$ cat config.mk
export PLATFORM = sky130hd
export DESIGN_NAME = uart_rx
export DESIGN_NICKNAME = d
export VERILOG_FILES = /design/src/rtl/uart_rx.sv
export SDC_FILE = /design/constraint.sdc
export NUM_CORES = 1
export LEC_CHECK = 0
export CORE_UTILIZATION = 50
export CTS_CLUSTER_SIZE = 20
export DETAILED_ROUTE_END_ITERATION = 10
export GPL_TIMING_DRIVEN = 1
export MAX_ROUTING_LAYER = met4
export PLACE_DENSITY = 0.72
export SYNTH_ARGS = -nofsm -noshare
export SYNTH_HDL_FRONTEND = slang
export SYNTH_SLANG_ARGS = --single-unit
$ cat constraint.sdc
create_clock -name clk -period 3.45 [get_ports clk]
set_clock_uncertainty 0.2 [all_clocks]
set_input_delay 0.69 -clock clk [delete_from_list [all_inputs] [get_ports clk]]
set_output_delay 0.69 -clock clk [all_outputs]
set_load 0.005 [all_outputs]
$ cat src/rtl/uart_rx.sv
// ---------------------------------------------------------------------------
// uart_rx
// Oversampling UART receiver: 1 start bit, DBIT data bits (LSB first),
// no parity, 1 stop bit. The serial line is synchronised with two flops.
// All counter updates are gated by s_tick, which comes from the shared
// baud tick generator.
//
// Ports
//   clk           system clock, rising edge
//   rst_n         asynchronous active-low reset
//   rx            serial line, idle high, asynchronous to clk
//   s_tick        one-clk pulse at OVERSAMPLE x baud
//   rx_dout       last received word, held until the next rx_done_tick
//   rx_done_tick  one-clk strobe marking rx_dout/frame_err valid (FIFO wr_en)
//   frame_err     stop bit was sampled low for the flagged word
//   busy          receiver is in any state other than IDLE
// ---------------------------------------------------------------------------
module uart_rx #(
    parameter int DBIT       = 8,
    parameter int OVERSAMPLE = 16,
    parameter int SB_TICK    = 16
) (
    input  logic            clk,
    input  logic            rst_n,
    input  logic            rx,
    input  logic            s_tick,
    output logic [DBIT-1:0] rx_dout,
    output logic            rx_done_tick,
    output logic            frame_err,
    output logic            busy
);

    localparam int SMAX = (OVERSAMPLE > SB_TICK) ? OVERSAMPLE : SB_TICK;
    localparam int SW   = (SMAX > 1) ? $clog2(SMAX) : 1;
    localparam int NW   = (DBIT > 1) ? $clog2(DBIT) : 1;

    localparam logic [SW-1:0] S_ONE  = SW'(1);
    localparam logic [SW-1:0] S_ZERO = SW'(0);
    localparam logic [SW-1:0] S_MID  = SW'(OVERSAMPLE / 2 - 1);
    localparam logic [SW-1:0] S_BIT  = SW'(OVERSAMPLE - 1);
    localparam logic [SW-1:0] S_STOP = SW'(SB_TICK - 1);
    localparam logic [NW-1:0] N_ONE  = NW'(1);
    localparam logic [NW-1:0] N_ZERO = NW'(0);
    localparam logic [NW-1:0] N_LAST = NW'(DBIT - 1);

    typedef enum logic [1:0] {
        ST_IDLE  = 2'd0,
        ST_START = 2'd1,
        ST_DATA  = 2'd2,
        ST_STOP  = 2'd3
    } state_t;

    state_t            state_r, state_s;
    logic [SW-1:0]     s_r, s_s;
    logic [NW-1:0]     n_r, n_s;
    logic [DBIT-1:0]   b_r, b_s;
    logic [DBIT-1:0]   dout_r, dout_s;
    logic              ferr_r, ferr_s;
    logic              done_r, done_s;
    logic              busy_r, busy_s;
    logic              rx_meta_r, rx_sync_r;

    // Two-flop synchroniser for the asynchronous serial line (idle high).
    always_ff @(posedge clk or negedge rst_n) begin
        if (!rst_n) begin
            rx_meta_r <= 1'b1;
            rx_sync_r <= 1'b1;
        end else begin
            rx_meta_r <= rx;
            rx_sync_r <= rx_meta_r;
        end
    end

    // State, counters, shift register and registered outputs.
    always_ff @(posedge clk or negedge rst_n) begin
        if (!rst_n) begin
            state_r <= ST_IDLE;
            s_r     <= S_ZERO;
            n_r     <= N_ZERO;
            b_r     <= {DBIT{1'b0}};
            dout_r  <= {DBIT{1'b0}};
            ferr_r  <= 1'b0;
            done_r  <= 1'b0;
            busy_r  <= 1'b0;
        end else begin
            state_r <= state_s;
            s_r     <= s_s;
            n_r     <= n_s;
            b_r     <= b_s;
            dout_r  <= dout_s;
            ferr_r  <= ferr_s;
            done_r  <= done_s;
            busy_r  <= busy_s;
        end
    end

    // Next-state logic: counters only move on s_tick; IDLE exit is immediate.
    always_comb begin
        state_s = state_r;
        s_s     = s_r;
        n_s     = n_r;
        b_s     = b_r;
        dout_s  = dout_r;
        ferr_s  = ferr_r;
        done_s  = 1'b0;

        case (state_r)
            ST_IDLE: begin
                if (!rx_sync_r) begin
                    state_s = ST_START;
                    s_s     = S_ZERO;
                end else begin
                    state_s = ST_IDLE;
                end
            end

            ST_START: begin
                if (s_tick) begin
                    if (s_r == S_MID) begin
                        // Line must still be low at mid start bit, else it was a glitch.
                        if (!rx_sync_r) begin
                            state_s = ST_DATA;
                            s_s     = S_ZERO;
                            n_s     = N_ZERO;
                        end else begin
                            state_s = ST_IDLE;
                        end
                    end else begin
                        s_s = s_r + S_ONE;
                    end
                end else begin
                    s_s = s_r;
                end
            end

            ST_DATA: begin
                if (s_tick) begin
                    if (s_r == S_BIT) begin
                        s_s = S_ZERO;
                        b_s = {rx_sync_r, b_r[DBIT-1:1]};
                        if (n_r == N_LAST) begin
                            state_s = ST_STOP;
                        end else begin
                            n_s = n_r + N_ONE;
                        end
                    end else begin
                        s_s = s_r + S_ONE;
                    end
                end else begin
                    s_s = s_r;
                end
            end

            ST_STOP: begin
                if (s_tick) begin
                    if (s_r == S_STOP) begin
                        // Word is delivered even on a bad stop bit; frame_err tags it.
                        dout_s  = b_r;
                        ferr_s  = ~rx_sync_r;
                        done_s  = 1'b1;
                        state_s = ST_IDLE;
                    end else begin
                        s_s = s_r + S_ONE;
                    end
                end else begin
                    s_s = s_r;
                end
            end

            default: begin
                state_s = ST_IDLE;
                s_s     = S_ZERO;
                n_s     = N_ZERO;
            end
        endcase

        busy_s = (state_s != ST_IDLE);
    end

    assign rx_dout      = dout_r;
    assign frame_err    = ferr_r;
    assign rx_done_tick = done_r;
    assign busy         = busy_r;

endmodule

==> results of run 1 <==
[cell type report]
type                            count  share of cell area
Clock inverter                      2             0.03675
Inverter                            3            0.006891
Tap cell                           30             0.02297
Timing Repair Buffer               16             0.09495
Sequential cell                    30              0.4609
Multi-Input combinational cell     65              0.3461
Clock buffer                        6             0.03139
[how the worst min path moves through the flow]
stage                     end  startpoint  slack [ps]
floorplan           rx_sync_r   rx_meta_r         150
global placement    rx_sync_r   rx_meta_r         150
detailed placement  rx_sync_r   rx_meta_r         150
CTS                 rx_sync_r   rx_meta_r         160
global route        rx_sync_r   rx_meta_r         160
finish              rx_sync_r   rx_meta_r         160
[state kept, by name, indices dropped and copies added, names as in the netlist]
register	count
b_r	8
busy	1
frame_err	1
n_r	3
rx_done_tick	1
rx_dout	8
rx_meta_r	1
rx_sync_r	1
s_r	4
state_r	2
[synth_stat cells (2+ instances only)]
cell type  number
nor2_1          2
nor2b_1         3
mux2_2         18
a31o_2          3
o21ai_0         4
inv_1           2
a31oi_1         5
nand3_1         3
nand2_1         3
a21boi_0        2
dfrtp_1        28
a22o_1          2
dfstp_2         2
a221o_1         2
a21oi_1         2
buf_4           4
ha_1            3
nor3b_1         2
[power by group]
group          switching [mW]  total [mW]  internal (mW)  leakage, nW
registers              0.0969       0.492          0.395        0.394
clock network           0.126       0.372          0.245       0.0585
logic                   0.112       0.226          0.114        0.298
[critical path, cell delays in order]
cell and delay [ps]:
clkdlybuf4s50_1 600, nand4_4 150, nor3_4 380, mux2_2 400
[cell families (layout without fill, tap and decap cells)]
group | Yosys count | after routing | synth area share
xor+xnor | 1 | 1 | 0.006417
buf+inv | 8 | 27 | 0.03391
flops | 30 | 30 | 0.5518
mux | 18 | 18 | 0.1485
simple gates | 19 | 19 | 0.1027
fa+ha+maj | 3 | 3 | 0.02750
compound gates | 24 | 24 | 0.1292
[routing by layer]
metal | global-route usage | routed length (um) | vias up
met5 | - | 0 | -
met4 | 0.1538 | 68 | 0
met3 | 0.05833 | 92 | 6
met2 | 0.3089 | 1185 | 20
met1 | 0.2744 | 1183 | 419
li1 | - | - | 423
[per-stage QoR]
stage               area [sq um]  setup slack [ps]  power [mW]  std cells
detailed placement          1523             902.8      0.7213        144
finish                      1634              1267       1.089        152
CTS                         1634              1268       1.098        152
global placement            1523             970.2      0.7103        144
global route                1634              1149       1.152        152
floorplan                   1365              1670      0.6794        103
==> flow_summary.yaml, run 1 <==
routing:
  drt_iter0_markers: 22
  drtAntennaViolNets: 0
  first_pass_iters: 4
  wirelength_um: 2529
  num_vias: 868
  wl_per_cell_um: 16.64
  via_per_inst: 5.711
  drc_errors: 0
floorplanning:
  core-area_sq_mm: 0.002522
  fp-row-count: 18
  initial_core_util: 0.5412
  die_h_um: 54.25
  die_area_sq_mm: 0.002943
  dieWidth_um: 54.25
  io-pin-count: 15
worst_setup_path:
  reg2reg_to: "n_r[1]"
  critPathRequiredTime_ps: 3480
  crit_end: "b_r[5]"
  critPathLaunch: "s_tick"
  crit_path_end_kind: "flip-flop"
  cp_max_fo: 9
  worst-r2r-cell-count: 5
  rr_startpoint: "n_r[0]"
  path_class: "input port to flip-flop"
  ff2ff_setup_slack_ps: 1480
  arrival_ps: 2210
  start_kind: "input port"
clock_network:
  cts_tree: "built"
  cts_root_buffer: "clkbuf_4"
  clock-sinks: 30
  clockBufferDepth: 2
  cts.htree.levels: 2
  cts-resized-gates: 0
  clock_latency_ps: 340
  post_cts_buffers: 0
  cts_hold_buf: 0
  path_clk_slew_ps: 100
  cts_buffers: 5
timing:
  fin_crit_ps: 2183
  worstMarginPinSlew_ps: 532.4
  finalCritPeriodShare: 0.6329
  grt_setup_unrepaired: "no"
  hold_viol: 0
  drv_slew: 0
  fin_setup_tns_ps: 0
  max_freq_ghz: 0.4580
  finalSetupViolCount: 0
  relSlewSlack: 0.6450
  hold-worst-slack_ps: 158.2
worst_hold_path:
  min_path_type: "flip-flop to flip-flop"
  worstHoldPathCells: 0
synth:
  yosysWarnings: 0
  ys_types: 31
  synthCells: 103
  synth_flop_cell: "dfrtp_1"
  synth_area_leaders: "dfrtp_1 (51%), mux2_2 (15%), dfstp_2 (3.8%), ha_1 (2.7%), a31oi_1 (2.3%)"
  syn_area_sq_mm: 0.001365
  synth_top_area_frac: 0.5133
  syn-num-nets: 110
  synth_edf_count: 0
  async_flop_share: 1.000
  ys_seq_area_frac: 0.5518
  ys_ff_latch: 30
  avgSynthCellArea_sq_um: 13.25
  synth_largest_area_cell: "dfrtp_1"
pwr:
  powerDensity_mw_per_mm2: 666.6
  p_leak_nw: 0.7506
  peakVddDrop_mv: 0.6656
layout:
  antenna_cells: 0
  final_util: 0.6478
  fin_nets: 128
  ff_latch_area_sq_um: 753.2
  n_fill_cell: 193
  layout-drive-gt1-share: 0.3115
  area_growth_pct: 19.71
  final_cell_mix: "dfrtp_1 (28), mux2_2 (18), clkdlybuf4s50_1 (14)"
  multi_input_area_sq_um: 565.5
  mostFrequentLayoutCell: "dfrtp_1"
placement:
  dp_hpwl_um: 1635
  io_buffers: 14
  gp_congestion: 0.8715
flow_run:
  cap_violations: 0
status:
  status: "completed"
grt:
  grt_pass1_wl_um: 4050
  grt_overflow: 0
  grt_start_max_net_pins: 31
  grt_pass1_vias: 820
  track_usage: 0.2201
  antenna_found_initial: 0
No activity file was read; power rests on OpenSTA's default activity.
==> run 2, diff against run 1 <==
--- a/config.mk
+++ b/config.mk
@@ -5,12 +5,12 @@
 export SDC_FILE = /design/constraint.sdc
 export NUM_CORES = 1
 export LEC_CHECK = 0
-export CORE_UTILIZATION = 50
+export CORE_UTILIZATION = 49
 export CTS_CLUSTER_SIZE = 20
 export DETAILED_ROUTE_END_ITERATION = 10
 export GPL_TIMING_DRIVEN = 1
 export MAX_ROUTING_LAYER = met4
-export PLACE_DENSITY = 0.72
+export PLACE_DENSITY = 0.74
 export SYNTH_ARGS = -nofsm -noshare
 export SYNTH_HDL_FRONTEND = slang
 export SYNTH_SLANG_ARGS = --single-unit
==> constraint.sdc (replaced) <==
create_clock -name clk -period 1.85 [get_ports clk]
set_clock_uncertainty 0.2 [all_clocks]
set_input_delay 0.37 -clock clk [delete_from_list [all_inputs] [get_ports clk]]
set_output_delay 0.37 -clock clk [all_outputs]
set_load 0.005 [all_outputs]
==> flow_summary.yaml, run 2 (synthesis results as in run 1) <==
routing:
  drtAntennaViolNets: 0
  drt_iter0_markers: 23
  wl_per_cell_um: 15.98
  wirelength_um: 2621
  drc_errors: 0
  num_vias: 942
  first_pass_iters: 4
  via_per_inst: 5.744
grt:
  grt_start_max_net_pins: 31
  grt_overflow: 0
  antenna_found_initial: 0
  track_usage: 0.2207
  grt_pass1_vias: 960
  grt_pass1_wl_um: 4305
timing:
  max_freq_ghz: 0.5546
  fin_crit_ps: 1803
  finalCritPeriodShare: 0.9747
  finalSetupViolCount: 0
  hold_viol: 0
  drv_slew: 0
  fin_setup_tns_ps: 0
  grt_setup_unrepaired: "no"
  relSlewSlack: 0.7525
  worstMarginPinSlew_ps: 367.4
pwr:
  p_leak_nw: 0.8073
  peakVddDrop_mv: 0.8689
  powerDensity_mw_per_mm2: 1157
  power.total_mw: 2.023
worst_setup_path:
  path_class: "flip-flop to output pin"
  critPathLaunch: "frame_err"
  crit_path_end_kind: "output pin"
  crit_family: "buffers and inverters"
  crit_chain: "clkdlybuf4s50_1"
  path_buf_inv: 1
  max_stage_delay_ps: 520
  cp_max_fo: 2
  critPathRequiredTime_ps: 1280
  start_kind: "flip-flop"
  rr_startpoint: "n_r[0]"
  arrival_ps: 1230
  critPathSlowestCell: "clkdlybuf4s50_1"
clock_network:
  cts_tree: "built"
  cts_buffers: 5
  path_clk_slew_ps: 90
  cts_hold_buf: 0
  cts.htree.levels: 2
  cts_root_buffer: "clkbuf_4"
  clockBufferDepth: 2
  clock_latency_ps: 330
  clock-sinks: 30
placement:
  io_buffers: 14
  dp_hpwl_um: 1750
  dpl_cell_area_sq_mm: 0.001630
  gp_congestion: 0.8408
layout:
  area_growth_pct: 28.05
  ff_latch_area_sq_um: 755.7
  multi_input_area_sq_um: 594.3
  n_fill_cell: 196
  final_cell_mix: "dfrtp_1 (26), mux2_2 (18), clkdlybuf4s50_1 (14)"
  fin_nets: 140
  final_util: 0.6868
  fin_area_sq_mm: 0.001748
  mostFrequentLayoutCell: "dfrtp_1"
  antenna_cells: 0
  layout-drive-gt1-share: 0.3955
worst_hold_path:
  worstHoldStart: "rx_meta_r"
  min_path_type: "flip-flop to flip-flop"
floorplanning:
  core-area_sq_mm: 0.002545
  fp-row-count: 18
  die_area_sq_mm: 0.003001
  dieWidth_um: 54.78
  io-pin-count: 15
  die_h_um: 54.78
  initial_core_util: 0.5364
status:
  status: "completed"
flow_run:
  cap_violations: 0
## run 2: area by class of cell
class,count,area share
multi-input combinational,65,0.3400
clock inverter,1,0.01718
clock buffer,7,0.02577
inverter,3,0.006442
timing repair buffer,28,0.1568
tap,30,0.02147
sequential,30,0.4324
## run 2: per-layer routing
| layer | track usage | wire [um] | vias up |
|---|---|---|---|
| li1 | - | - | 443 |
| met1 | 0.2580 | 1154 | 469 |
| met2 | 0.3494 | 1306 | 28 |
| met3 | 0.08056 | 146 | 2 |
| met4 | 0.07265 | 13 | 0 |
| met5 | - | 0 | - |
## run 2: worst paths after layout
path	to	slack (ps)	depth (start not counted)
worst max-delay path	frame_err	50	1
worst min-delay path	rx_sync_r	160	0
worst max register to register	n_r[2]	70	5
worst min register to register	rx_sync_r	160	0
max in group asynchronous	rx_meta_r	1010	2
min in group asynchronous	s_r[3]	180	2
## run 2: through the flow
step / std cells / setup slack (ps) / hold WS, ps
global route: 164 / 3.820 / 167.1
detailed placement: 155 / -185.4 / 148.5
global placement: 155 / -148.7 / 147.0
finish: 164 / 46.87 / 159.9
floorplan: 103 / 69.55 / -125.6
CTS: 163 / 6.593 / 161.2
## run 2: where the power goes
part	total, mW	internal (mW)	switching [mW]
clock network	0.506	0.286	0.219
registers	0.892	0.742	0.150
logic	0.626	0.328	0.298
total	2.02	1.36	0.667
## run 2: repair_timing
| item | in CTS | in global routing |
|---|---|---|
| endpoints found under the setup margin | 19 | 13 |
| setup buffers | 0 | 1 |
| pin swaps | 1 | 1 |
| gates resized for setup | 4 | 6 |
